`config.mk`:
```
export PLATFORM = sky130hd
export DESIGN_NAME = mem_access_unit
export DESIGN_NICKNAME = d
export VERILOG_FILES = /design/src/rtl/mem_access_unit.sv
export SDC_FILE = /design/constraint.sdc
export NUM_CORES = 1
export LEC_CHECK = 0
export BUFFER_PORTS_ARGS = -buffer_cell sky130_fd_sc_hd__buf_2
export CELL_PAD_IN_SITES_DETAIL_PLACEMENT = 1
export CELL_PAD_IN_SITES_GLOBAL_PLACEMENT = 1
export CORE_MARGIN = 1
export CORE_UTILIZATION = 30
export DETAILED_ROUTE_END_ITERATION = 8
export PLACE_DENSITY = 0.95
export SLEW_MARGIN = 10
export SYNTH_ARGS = -nofsm -noshare
export SYNTH_HDL_FRONTEND = slang
export SYNTH_SLANG_ARGS = --single-unit
export TNS_END_PERCENT = 1
```
`constraint.sdc`:
```
create_clock -name clk -period 4.4 [get_ports clk]
set_input_delay 1.32 -clock clk [delete_from_list [all_inputs] [get_ports clk]]
set_output_delay 1.32 -clock clk [all_outputs]
set_load 0.01 [all_outputs]
```
`src/rtl/mem_access_unit.sv`:
```
// MEM stage: sequences data-memory load/store requests and registers the MEM/WB results.
// Build option: define MEM_MISALIGN_TRAP_EN to trap misaligned halfword/word accesses.
module mem_access_unit (
    input  logic        clk,
    input  logic        rst,
    input  logic        in_valid,
    input  logic        mem_read,
    input  logic        mem_write,
    input  logic [2:0]  funct3,
    input  logic [31:0] addr,
    input  logic [31:0] wdata,
    input  logic [31:0] pc,
    input  logic [31:0] imm,
    input  logic [4:0]  rd,
    input  logic        reg_write_en,
    input  logic [1:0]  wb_sel,
    output logic        stall_o,
    output logic        dm_req,
    output logic        dm_we,
    output logic [3:0]  dm_be,
    output logic [31:0] dm_addr,
    output logic [31:0] dm_wdata,
    input  logic        dm_ready,
    input  logic        dm_rvalid,
    input  logic [31:0] dm_rdata,
    output logic        wb_valid_o,
    output logic [4:0]  wb_rd_o,
    output logic        wb_we_o,
    output logic [31:0] wb_data_o,
    output logic        misalign_o
);

    typedef enum logic [1:0] {
        ST_IDLE,
        ST_REQ,
        ST_WAIT
    } state_t;

    localparam logic [1:0] WB_ALU  = 2'b00;
    localparam logic [1:0] WB_LOAD = 2'b01;
    localparam logic [1:0] WB_PC4  = 2'b10;

    state_t      state;
    state_t      state_nxt;

    logic        is_half;
    logic        is_word;
    logic        mem_op;
    logic        trap;
    logic        go;
    logic        complete;
    logic        wb_load;
    logic [1:0]  lane;
    logic [7:0]  ld_byte;
    logic [15:0] ld_half;
    logic [31:0] load_val;
    logic [31:0] wb_val;

    assign is_half = (funct3[1:0] == 2'b01);
    assign is_word = funct3[1];
    assign mem_op  = in_valid & (mem_read | mem_write);

    // Lane offset rounded down to the access size; only ever differs from
    // addr[1:0] for a misaligned access.
    always_comb begin
        lane = addr[1:0];
        if (is_word) begin
            lane = 2'b00;
        end else if (is_half) begin
            lane = {addr[1], 1'b0};
        end
    end

`ifdef MEM_MISALIGN_TRAP_EN
    logic misaligned;
    assign misaligned = (is_half & addr[0]) | (is_word & (addr[1:0] != 2'b00));
    assign trap       = mem_op & misaligned;
`else
    assign trap       = 1'b0;
`endif

    assign go = mem_op & ~trap;

    // Stores finish on acceptance; loads only on the response seen in WAIT.
    always_comb begin
        complete = 1'b0;
        if (state == ST_WAIT) begin
            complete = mem_read & dm_rvalid;
        end else begin
            complete = mem_write & dm_ready;
        end
    end

    assign stall_o = ~rst & go & ~complete;

    // ------------------------------------------------------------------
    // Request FSM
    // ------------------------------------------------------------------
    // NOTE: every signal driven here gets a default first, so no path can
    // leave one unassigned and infer a latch.
    always_comb begin
        state_nxt = state;
        dm_req    = 1'b0;
        case (state)
            ST_IDLE: begin
                if (go) begin
                    dm_req = 1'b1;
                    if (dm_ready) begin
                        state_nxt = mem_write ? ST_IDLE : ST_WAIT;
                    end else begin
                        state_nxt = ST_REQ;
                    end
                end
            end
            ST_REQ: begin
                dm_req = 1'b1;
                if (dm_ready) begin
                    state_nxt = mem_write ? ST_IDLE : ST_WAIT;
                end
            end
            ST_WAIT: begin
                if (dm_rvalid) begin
                    state_nxt = ST_IDLE;
                end
            end
            default: state_nxt = ST_IDLE;
        endcase
        if (rst) begin
            dm_req = 1'b0;
        end
    end

    // NOTE: sequential state uses non-blocking assignments so every register
    // samples the pre-edge values regardless of block ordering.
    always_ff @(posedge clk) begin
        if (rst) begin
            state <= ST_IDLE;
        end else begin
            state <= state_nxt;
        end
    end

    // ------------------------------------------------------------------
    // Request payload
    // ------------------------------------------------------------------
    assign dm_addr = {addr[31:2], 2'b00};
    assign dm_we   = mem_write;

    always_comb begin
        dm_be    = 4'b1111;
        dm_wdata = wdata;
        if (mem_write) begin
            if (is_word) begin
                dm_be    = 4'b1111;
                dm_wdata = wdata;
            end else if (is_half) begin
                dm_be    = 4'b0011 << lane;
                dm_wdata = {2{wdata[15:0]}};
            end else begin
                dm_be    = 4'b0001 << lane;
                dm_wdata = {4{wdata[7:0]}};
            end
        end
    end

    // ------------------------------------------------------------------
    // Load extraction and writeback select
    // ------------------------------------------------------------------
    always_comb begin
        ld_byte = dm_rdata[7:0];
        case (lane)
            2'd0:    ld_byte = dm_rdata[7:0];
            2'd1:    ld_byte = dm_rdata[15:8];
            2'd2:    ld_byte = dm_rdata[23:16];
            default: ld_byte = dm_rdata[31:24];
        endcase
        ld_half = lane[1] ? dm_rdata[31:16] : dm_rdata[15:0];
    end

    always_comb begin
        case (funct3)
            3'b000:  load_val = {{24{ld_byte[7]}}, ld_byte};
            3'b001:  load_val = {{16{ld_half[15]}}, ld_half};
            3'b100:  load_val = {24'd0, ld_byte};
            3'b101:  load_val = {16'd0, ld_half};
            default: load_val = dm_rdata;
        endcase
    end

    always_comb begin
        case (wb_sel)
            WB_ALU:  wb_val = addr;
            WB_LOAD: wb_val = load_val;
            WB_PC4:  wb_val = pc + 32'd4;
            default: wb_val = imm;
        endcase
    end

    // ------------------------------------------------------------------
    // MEM/WB output register
    // ------------------------------------------------------------------
    assign wb_load = ~rst & in_valid & (~mem_op | trap | complete);

    always_ff @(posedge clk) begin
        if (rst) begin
            wb_valid_o <= 1'b0;
            wb_we_o    <= 1'b0;
            wb_rd_o    <= 5'd0;
            wb_data_o  <= 32'd0;
        end else if (wb_load) begin
            wb_valid_o <= 1'b1;
            wb_we_o    <= reg_write_en & (rd != 5'd0) & ~trap;
            wb_rd_o    <= rd;
            wb_data_o  <= wb_val;
        end else begin
            wb_valid_o <= 1'b0;
            wb_we_o    <= 1'b0;
        end
    end

`ifdef MEM_MISALIGN_TRAP_EN
    always_ff @(posedge clk) begin
        if (rst) begin
            misalign_o <= 1'b0;
        end else begin
            misalign_o <= wb_load & trap;
        end
    end
`else
    assign misalign_o = 1'b0;
`endif

endmodule

```
# After elaboration in Yosys (flattened, before gate mapping)

Cells that the tools add are included.

Register bits: 41
Input port bits: 178
Logic and storage cells: 65

Add/sub/neg operators: 1
Equality and inequality tests: 13
Shift operators: 2
Mux-type cells: 23
Bitwise logic cells: 14
Reductions and logical operators: 7

Operators with widths:

| kind                                                                   | count |
|---|---|
| 32-bit one-hot mux with 4 select lines                                 | 1 |
| 32-bit 2-to-1 mux                                                      | 3 |
| 32-bit one-hot mux with 3 select lines                                 | 1 |
| 32-bit by 3-bit adder with 32-bit output (second input constant)       | 1 |
| 8-bit one-hot mux with 3 select lines                                  | 1 |
| 16-bit 2-to-1 mux                                                      | 1 |
| 2-bit 2-to-1 mux                                                       | 6 |
| 4-bit 2-to-1 mux                                                       | 3 |
| 1-bit AND                                                              | 8 |
| 2-bit by 1-bit equality test with 1-bit output (second input constant) | 4 |
| 2-bit equality test (second input constant)                            | 3 |
| 3-bit equality test (second input constant)                            | 2 |
| 2-bit zero test                                                        | 3 |
| 2-bit != test (second input constant)                                  | 3 |
| 2-bit one-hot mux with 3 select lines                                  | 1 |
| 1-bit 2-to-1 mux                                                       | 5 |
| 5-bit nonzero test                                                     | 1 |
| 1-bit inverter                                                         | 4 |
| 1-bit by 2-bit << shifter with 4-bit output (first input constant)     | 1 |
| 2-bit by 2-bit << shifter with 4-bit output (first input constant)     | 1 |
| 3-bit by 1-bit equality test with 1-bit output (second input constant) | 1 |
| 3-bit zero test                                                        | 1 |
| 3-bit AND reduction                                                    | 1 |
| 1-bit bitwise OR                                                       | 2 |
| 2 further kinds                                                        | 2 |

# Depth between registers and ports, before layout

Gate-level depths: netlist (run 1).

Depth after elaboration: 7
Mapped depth: 8
Gate-level depth less buffers: 7

# Worst setup path after synthesis (run 1)

OpenSTA, ideal clock, no wires.

Kind: input to output
From: input funct3[0]
To: output dm_be[1]
Arrival: 2.595 ns
Required time: 3.080 ns
Path slack: 0.485 ns
Stages: 5
Path through: buf_2 -> clkbuf_1 -> clkbuf_1 -> nor2_1 -> o21ai_0

Word-level cells in the longest chain between the ends: 7

Ends and longest elaborated chain:

| what                                                                                                              | RTL line | text |
|---|---|---|
| start, declared                                                                                                   | 9        | `input logic [2:0] funct3,` |
| 2-bit by 1-bit equality test with 1-bit output *                                                                  | 59       | `assign is_half = (funct3[1:0] == 2'b01);` |
| 1-bit 2-to-1 mux                                                                                                  | 69       | `end else if (is_half) begin` |
| 2-bit 2-to-1 mux                                                                                                  | 67       | `if (is_word) begin` |
| 2-bit by 2-bit << shifter with 4-bit output / 1-bit by 2-bit << shifter with 4-bit output (equally long branches) | 157, 160 |  |
| 4-bit 2-to-1 mux *                                                                                                | 156      | `end else if (is_half) begin` |
| 4-bit 2-to-1 mux *                                                                                                | 153      | `if (is_word) begin` |
| 4-bit 2-to-1 mux *                                                                                                | 152      | `if (mem_write) begin` |
| end, declared                                                                                                     | 20       | `output logic [3:0] dm_be,` |

Every way passes the cells marked *; elsewhere a longest branch is shown, timed or not.

# Final worst setup path (run 1)

From: input funct3[0]
To: output dm_wdata[9]

Word-level cells in the longest chain between the ends: 4

Ends and longest elaborated chain:

| what                                           | RTL line | text |
|---|---|---|
| 2-bit by 1-bit equality test with 1-bit output | 59       |  |
| 32-bit 2-to-1 mux                              | 156      |  |
| 32-bit 2-to-1 mux                              | 153      |  |
| 32-bit 2-to-1 mux                              | 152      |  |
| end, declared                                  | 22       | `output logic [31:0] dm_wdata,` |

Every way passes these cells.

==> metrics, run 1 <==
clk_lat worst skew about 290 ps; Worst VDD drop 0.155 mV; top cells by area, synth dfxtp_1 20%, nand2_1 7.9%, buf_4 7.7%; Die Height 119 um; min Tclk post-route 3860 ps; dominant synthesized flop cell dfxtp_1; fin cells between 900 and 1,000; Synth Cell Area slightly above 4000 um^2; Power, Total 0.00132 W; worst slack at placement 551 ps; R2R Path End wb_data_o[21]; clock share of power approximately a third; worst-path cell chain buf_2 -> nor3b_2 -> buf_4 -> mux2_2 -> buf_2; Nets around 1,000; CTS root buf clkbuf_16; Cell Pwr Density about 240 nW/um^2; kind of critical path primary input to output port; largest net degree at the start of global routing 29; Pleak roughly 2.7 nW; Critical Path Max Stage Delay approximately 360 ps; antenna violations before repair 2; Netlist cell types 64; switching share of power about a third; Data required, critical path ~3000 ps; CTS buffer count 5; first-pass GRT wire length ~31 mm; Comb pwr share 35.7%; slowest stage cell, crit path mux2_2; Die ar. around 14,000 um^2; Worst path most repeated cell buf_2; Tcrit/Tclk final approximately 88%; FF+latch count, synth between 40 and 50; Crit. Startpoint funct3[0]; FF-to-FF Start state[1]; syn avg cell area between 7 and 8 um^2; Cell Rows 42; worst reg2reg path depth 6; port bufs 285; fmax around 260 MHz; CTS resizes 0; initial DRC count approximately 420; leading area contributor after synthesis dfxtp_1; status completed; # IOs ~290; grt ovf 0; Fin. Hold Viols 0; Core Area roughly 13,000 um^2; Crit Path Max Fanout 27; Area Growth Syn to Fin 36.8%; gr usage total ~29%; CTS tree built; clk sinks 41; DP HPWL 17.3 mm; Starting Density 30.8%; Slew headroom between 30% and 40%; sequential share of the synthesized area 20.1%; die span in x around 120 um; max_cap viols 0; Power Internal between 0.0008 and 0.0009 W; async set-reset flop share out of synthesis 0%; First-pass DRT Iterations 4; H-tree levels 2; GP Congestion about 0.90; DRC viols 0; crit path capture type output port; layout cell share with drive strength beyond 1 41.4%; RSZ-0062 raised after global routing false; Setup TNS Final 0 ps; Vias between 5,000 and 6,000; net switching power 0.000463 W; post-route ant nets 0; R2R Setup Slk 2080 ps; sequential power share 30.8%; vias in the first global route 5,666; type of the tightest min-delay check register to register; Setup Fix Bufs, Post-CTS 0; Syn. warnings 0; Mapped Cells 574; share of the synthesized area in the top cell type 20.1%; CP arrival around 2500 ps; Worst Setup Start Kind primary input; Vias/cell 5.53; final WL roughly 21 mm; Finish-stage setup viols 0; hold-fix buffers at CTS 0; Post-synth EDFFs 0; Least-Margin Pin Slew 938 ps; Setup Skew between 4 and 5 ps; Clock transition at path regs roughly 70 ps; Clock Path Buffers 2; Max Transition Viols Final 0; CP endpoint dm_wdata[9]; WL/cell roughly 21 um; Cell Count Post-Placement roughly 980; setup ws final 539 ps
## stage by stage
| stage | hold WS [ps] | cell area (um^2) | utilization, % |
|---|---|---|---|
| finish | 450 | 5590 | 42.2 |
| global route | 479 | 5590 | 42.2 |
| CTS | 456 | 5580 | 42.1 |
| detailed placement | 441 | 5410 | 40.8 |
| global placement | 432 | 5410 | 40.8 |
| floorplan | 463 | 4090 | - |
## power groups by stage
stage | sequential (W) | combinational, W | clock (W)
5_1_grt | 0.000410 | 0.000509 | 0.000457
2_1_floorplan | 0.000426 | 0.000237 | 0
4_1_cts | 0.000408 | 0.000469 | 0.000442
3_5_place_dp | 0.000416 | 0.000467 | 0
3_3_place_gp | 0.000414 | 0.000456 | 0
6_report | 0.000408 | 0.000472 | 0.000442
## Yosys cell counts, types with 4 or more instances
master / count
nand2_1: 86
and3_1: 10
mux2i_1: 10
buf_4: 42
xor2_1: 10
nor4_1: 4
nand3_1: 13
a22o_1: 4
clkbuf_1: 32
a211oi_1: 4
a21o_1: 6
o221ai_1: 6
a221o_1: 6
a2111oi_0: 4
o22ai_1: 7
nand2b_1: 8
or3_1: 5
dfxtp_1: 41
nor2_1: 37
a31oi_1: 8
nor3_1: 9
o21ai_0: 48
mux2_2: 13
buf_2: 4
inv_1: 10
a221oi_1: 12
nand4_1: 7
nor2b_1: 6
a211o_1: 6
xnor2_1: 10
o211ai_1: 5
a21oi_1: 47
## worst max-delay path, delay by kind of cell
| kind | cells | cell delay [ps] |
|---|---|---|
| buffers and inverters | 3 | 630 |
| multiplexers | 1 | 360 |
| AND/OR/NAND/NOR | 1 | 230 |
## layout by cell type (no fill, tap or decap), types with 7 or more instances in the layout
cell,n
nand3_1,13
o22ai_1,7
xor2_1,10
a31oi_1,8
and3_1,10
o21ai_0,48
dfxtp_1,41
mux2_2,13
buf_2,285
buf_4,18
nand2_1,86
xnor2_1,10
a21oi_1,47
mux2i_1,10
nand4_1,7
nand2b_1,8
nor3_1,9
a221oi_1,12
nor2_1,37
inv_1,10
## kinds of logic after synthesis
logic type,Yosys count,synth area share [%]
xor+xnor,20,4.29
flops,41,20.1
compound gates,184,29.6
simple gates,210,26.0
fa+ha+maj,1,0.306
buf+inv,92,12.4
mux,25,7.14
other cells,1,0.0919
## layer usage
metal	track usage (%)	share of wire (%)
met1	32.3	38
met2	53.3	51
met3	5.74	7.5
met4	13.0	4.3
met5	0	0
## layout make-up
type | count | area [um^2]
clock buffers | 5 | 125
clock inverters | 3 | 46.3
diodes | 2 | 5.00
repair buffers | 303 | 1560
well taps | 176 | 220
flip-flops and latches | 41 | 821
fillers | 1774 | 7660
inverters | 12 | 45.0
multi-input cells | 443 | 2760
## how the worst min path moves through the flow
stage,start,endpoint,cells past startpoint
final,wb_data_o[18],wb_data_o[18],2
after global routing,wb_data_o[13],wb_data_o[13],1
after CTS,wb_data_o[18],wb_data_o[18],2
after detailed placement,wb_data_o[18],wb_data_o[18],2
after global placement,wb_data_o[8],wb_data_o[8],2
after floorplan,wb_data_o[8],wb_data_o[8],2
## state kept, by name, indices dropped and copies added (netlist names)
| name | count |
|---|---|
| wb_we_o | 1 |
| state | 2 |
| wb_rd_o | 5 |
| wb_data_o | 32 |
| wb_valid_o | 1 |
Power figures use the tool's default switching activity.
==> run 2, diff against run 1 <==
--- a/config.mk
+++ b/config.mk
@@ -12,6 +12,7 @@
 export CORE_UTILIZATION = 30
 export DETAILED_ROUTE_END_ITERATION = 8
 export PLACE_DENSITY = 0.95
+export REMOVE_ABC_BUFFERS = 1
 export SLEW_MARGIN = 10
 export SYNTH_ARGS = -nofsm -noshare
 export SYNTH_HDL_FRONTEND = slang
==> run 2 against run 1 <==
Effect of this change:
- clock-buffer cell count unchanged
- highest routed layer is now met5
- largest power group unchanged
- via count up 0.13%
- global-route usage down 1.0 points
==> metrics, run 2 (synthesized netlist as in run 1, its figures left out) <==
status completed; Least-Margin Pin Slew between 700 and 800 ps; commonest cells after routing, fill and taps aside 285 x buf_2, 86 x nand2_1, 48 x o21ai_0, 47 x a21oi_1, 41 x dfxtp_1; Setup TNS Final 0 ps; Cell Pwr Density between 200 and 250 nW/um^2; Area Growth Syn to Fin 36.5%; Cell Rows 42; first-pass GRT wire length just over 30 mm; fill cell count around 1,800; Setup Fix Bufs, Post-CTS 0; initial DRC count between 300 and 400; max_cap viols 0; Worst VDD drop around 0.14 mV; Finish-stage setup viols 0; Starting Density about 31%; final WL 20.4 mm; crit path capture type output port; Core Area roughly 13,000 um^2; leading cell type in the layout, fill and taps excluded buf_2; GP Congestion 0.847; Worst Setup Start Kind primary input; worst slack at placement just over 600 ps; antenna violations before repair 2; hold-fix buffers at CTS 0; largest net degree at the start of global routing 29; min Tclk post-route between 3000 and 4000 ps; Clock transition at path regs about 60 ps; Top reg by flops wb_data_o; max FFs per register 32; RSZ-0062 raised after global routing false; kind of critical path primary input to output port; clk_lat worst skew approximately 290 ps; Vias around 5,500; Clock Path Buffers 2; fmax 263 MHz; metal2 WL approximately 10 mm; port bufs between 200 and 300; WL met1 ~8.0 mm; CTS resizes 0; Nets 984; clk sinks 41; CTS tree built; DRC viols 0; Max Used Layer met5; layout cell share with drive strength beyond 1 between 40% and 50%; CP arrival between 2000 and 2500 ps; Pleak 2.71 nW; Crit Path Max Fanout 22; Max Transition Viols Final 0; Slew headroom ~51%; vias in the first global route 5,603; Die Height ~120 um; Setup Skew between 1.5 and 2 ps; Vias/cell 5.54; Die ar. 14,100 um^2; CTS root buf clkbuf_16; H-tree levels 2; WL met3 roughly 1.5 mm; post-route ant nets 0; DP HPWL 16.3 mm; Tcrit/Tclk final a little under nine tenths; type of the tightest min-delay check register to register; die span in x 119 um; First-pass DRT Iterations 5; # IOs between 200 and 300; Largest regs wb_data_o: 32 flops, wb_rd_o: 5 flops, state: 2 flops; WL/cell between 20 and 25 um; Fin. Hold Viols 0; setup ws final roughly 600 ps; CTS buffer count 5; Data required, critical path roughly 3100 ps; grt ovf 0; gr usage total 28.1%
-- run 2: worst max-delay path, stage by stage --
cell     delay, ps
buf_2          240
nor3b_2        220
buf_4          200
mux2_2         350
buf_2          140
-- run 2: area by class of cell --
type / count / area [um^2] / area share (%)
clock buffer: 5 / 125 / 2.25
tap: 176 / 220 / 3.95
inverter: 12 / 45.0 / 0.808
multi-input combinational: 443 / 2760 / 49.6
timing repair buffer: 302 / 1550 / 27.9
antenna: 3 / 7.51 / 0.135
clock inverter: 2 / 35.0 / 0.629
sequential: 41 / 821 / 14.7
-- run 2: worst paths after layout --
check               startpoint       endpoint  slack, ps  cells after the start
setup / recovery     funct3[1]   dm_wdata[15]        600                      5
hold / removal    wb_data_o[8]   wb_data_o[8]        450                      2
setup reg to reg      state[1]  wb_data_o[11]       2070                      7
hold reg to reg   wb_data_o[8]   wb_data_o[8]        450                      2
-- run 2: through the flow --
stage | power, W | hold WS (ps) | cells | util (%) | instance area, um^2
6_report | 0.00130 | 452 | 984 | 42.1 | 5570
5_1_grt | 0.00136 | 470 | 982 | 42.0 | 5570
4_1_cts | 0.00130 | 454 | 981 | 42.0 | 5560
3_5_place_dp | 0.000877 | 445 | 974 | 40.8 | 5400
3_3_place_gp | 0.000867 | 427 | 974 | 40.8 | 5400
2_1_floorplan | 0.000601 | 461 | 496 | - | 3630
-- run 2: power breakdown --
group / internal (W) / leakage [nW] / total (W) / switching, W
clock: 0.000264 / 0.0797 / 0.000422 / 0.000158
combinational: 0.000194 / 2.29 / 0.000465 / 0.000271
sequential: 0.000395 / 0.335 / 0.000408 / 0.0000128
-- run 2: routing by layer --
layer	up-vias	track usage (%)
li1	2535	-
met1	2607	31.3
met2	271	51.9
met3	41	6.32
met4	2	9.89
met5	-	0
==> run 3, diff against run 2 <==
--- a/config.mk
+++ b/config.mk
@@ -5,11 +5,12 @@
 export SDC_FILE = /design/constraint.sdc
 export NUM_CORES = 1
 export LEC_CHECK = 0
+export ABC_AREA = 1
 export BUFFER_PORTS_ARGS = -buffer_cell sky130_fd_sc_hd__buf_2
 export CELL_PAD_IN_SITES_DETAIL_PLACEMENT = 1
 export CELL_PAD_IN_SITES_GLOBAL_PLACEMENT = 1
 export CORE_MARGIN = 1
-export CORE_UTILIZATION = 30
+export CORE_UTILIZATION = 29
 export DETAILED_ROUTE_END_ITERATION = 8
 export PLACE_DENSITY = 0.95
 export REMOVE_ABC_BUFFERS = 1
==> run 3 against run 2 <==
Effect of this change:
- design area up 8.1%
- die area up 15%
- critical path depth up 1
- clock power down 8.1%
- fmax down 12%
- total power down 0.30%
- setup slack worse by 520 ps
==> metrics, run 3 <==
WHS Path Cells 2; Synth Area in XOR/XNOR less than 1%; Worst Setup Start Kind primary input; Tcrit/Tclk final 98.0%; port bufs approximately 290; Clock transition at path regs roughly 60 ps; # IOs roughly 290; Cell Rows 45; post-route ant nets 0; Fin. Hold Viols 0; die span in x ~130 um; Worst VDD drop around 0.22 mV; initial DRC count about 440; fmax between 200 and 250 MHz; hold_ws between 400 and 500 ps; min Tclk post-route 4310 ps; layout cell share with drive strength beyond 1 between 30 and 40%; Netlist cell types 35; FF-to-FF Start state[1]; GP Congestion approximately 0.98; first-pass GRT wire length approximately 35 mm; Least-Margin Pin Slew about 660 ps; Finish-stage setup viols 0; R2R Setup Slk between 2000 and 2500 ps; status completed; DRC viols 0; Vias/cell slightly below 5; adder-cell area share of the yosys netlist less than 1%; final WL ~23 mm; most numerous cell in the Yosys netlist nand2_1; vias in the first global route about 6,500; antenna violations before repair 3; commonest cells after routing, fill and taps aside 285 x buf_2, 248 x nand2_1, 150 x nor2_1, 96 x a21oi_1, 73 x inv_1; Synth Cell Area approximately 4600 um^2; max FFs per register 32; top cells by area, synth nand2_1 20%, dfxtp_1 18%, nor2_1 12%; Endpoint, Worst Hold wb_data_o[27]; CTS root buf clkbuf_16; type of the tightest min-delay check register to register; gr usage total between 20% and 30%; grt ovf 0; FF+latch count, synth 41; async set-reset flop share out of synthesis 0%; CP arrival roughly 3000 ps; Pleak about 3.2 nW; R2R Path End wb_data_o[22]; Setup Skew approximately 6.0 ps; Die Height 128 um; largest net degree at the start of global routing 34; Area Growth Syn to Fin 31.9%; dominant synthesized flop cell dfxtp_1; Slew headroom between 50% and 60%; Post-Synth Simple-Gate Area a little over two fifths; kind of critical path primary input to output port; Core Area 15,300 um^2; worst slack at placement -130 ps; share of the synthesized area in the top cell type 20.5%; Mapped Cells between 800 and 900; worst hold start wb_data_o[27]; leading area contributor after synthesis nand2_1; mux cell area share after synthesis 0%; Sequential Area 821 um^2; largest family of logic cells by synthesized area simple AND/OR/NAND/NOR gates; clk_lat worst skew 280 ps; sequential share of the synthesized area between 15 and 20%; crit path capture type output port; fill cell count ~2,200; Crit Path Max Fanout 24; Power, Total 0.00129 W; multi-input logic area between 2000 and 3000 um^2; clk sinks roughly 40; Cell Pwr Density roughly 210 nW/um^2; Largest regs wb_data_o: 32 flops, wb_rd_o: 5 flops, state: 2 flops; CTS tree built; setup ws final slightly below 90 ps; leading cell type in the layout, fill and taps excluded buf_2; Vias approximately 6,500; Max Transition Viols Final 0; Top reg by flops wb_data_o; Data required, critical path around 3100 ps; Die ar. between 15,000 and 20,000 um^2; Starting Density just under 30%; H-tree levels 2; max_cap viols 0; most frequent cells after synthesis 249 x nand2_1, 152 x nor2_1, 96 x a21oi_1; Syn. warnings 0; Setup TNS Final 0 ps; Design Area, Final 6020 um^2; RSZ-0062 raised after global routing false; worst reg2reg path depth 12; CTS buffer count 5; Nets around 1,300; First-pass DRT Iterations 4; DP HPWL around 20 mm; Clock Path Buffers 2; WL/cell 17.7 um; Compound-Gate Fraction of Synth Area approximately a fifth; syn avg cell area ~5.3 um^2; dpl cell area 5860 um^2; Post-synth EDFFs 0
## run 3: final cells by class
class / instances / share of cell area, %
multi-input cells: 669 / 49.5
repair buffers: 292 / 24.8
clock inverters: 1 / 0.0831
diodes: 2 / 0.0831
inverters: 81 / 5.05
flip-flops and latches: 41 / 13.6
well taps: 211 / 4.38
clock buffers: 7 / 2.53
## run 3: worst max-delay path by stage
| stage | from | endpoint | slack [ps] | cells after the start |
|---|---|---|---|---|
| finish | mem_write | dm_wdata[19] | 90 | 6 |
| global route | mem_write | dm_wdata[20] | 30 | 6 |
| CTS | mem_write | dm_wdata[19] | 150 | 6 |
| detailed placement | mem_write | dm_wdata[19] | -130 | 6 |
| global placement | mem_write | dm_wdata[21] | 90 | 6 |
| floorplan | mem_write | dm_wdata[16] | 720 | 4 |
## run 3: kinds of logic after synthesis
family,count (synthesis)
buf+inv,159
fa+ha+maj,1
flops,41
compound gates,174
simple gates,489
other cells,1
xor+xnor,2
## run 3: metrics by stage
stage | std cells | utilization [%]
after global placement | 1294 | 38.3
after detailed placement | 1294 | 38.3
after CTS | 1302 | 39.3
after global routing | 1304 | 39.3
final | 1304 | 39.3
after floorplan | 791 | -
## run 3: worst max-delay path: stages
cell and delay, ps:
buf_2 260, inv_1 120, nor2_2 370, inv_1 440, o21ai_0 310, buf_2 170
## run 3: timing repair
item / 4_1_cts / 5_1_grt
setup buffers: 0 / 0
resized for setup: 1 / 0
hold buffers: 0 / 0
setup endpoints to repair: 16 / 0
## run 3: metal layers
layer | part of all wire, % | vias to the layer above | GRT usage (%)
met5 | 0.035 | - | 0
met4 | 3.3 | 2 | 9.31
met3 | 6.4 | 38 | 5.03
met2 | 49 | 255 | 52.1
met1 | 41 | 2975 | 32.2
li1 | - | 3185 | -
## run 3: where the power goes
part	total [W]	switching, W	leakage [nW]	internal [W]
sequential	0.000402	0.00000982	0.335	0.000392
combinational	0.000502	0.000317	2.81	0.000185
clock	0.000388	0.000148	0.0799	0.000240
total	0.00129	0.000475	3.23	0.000817
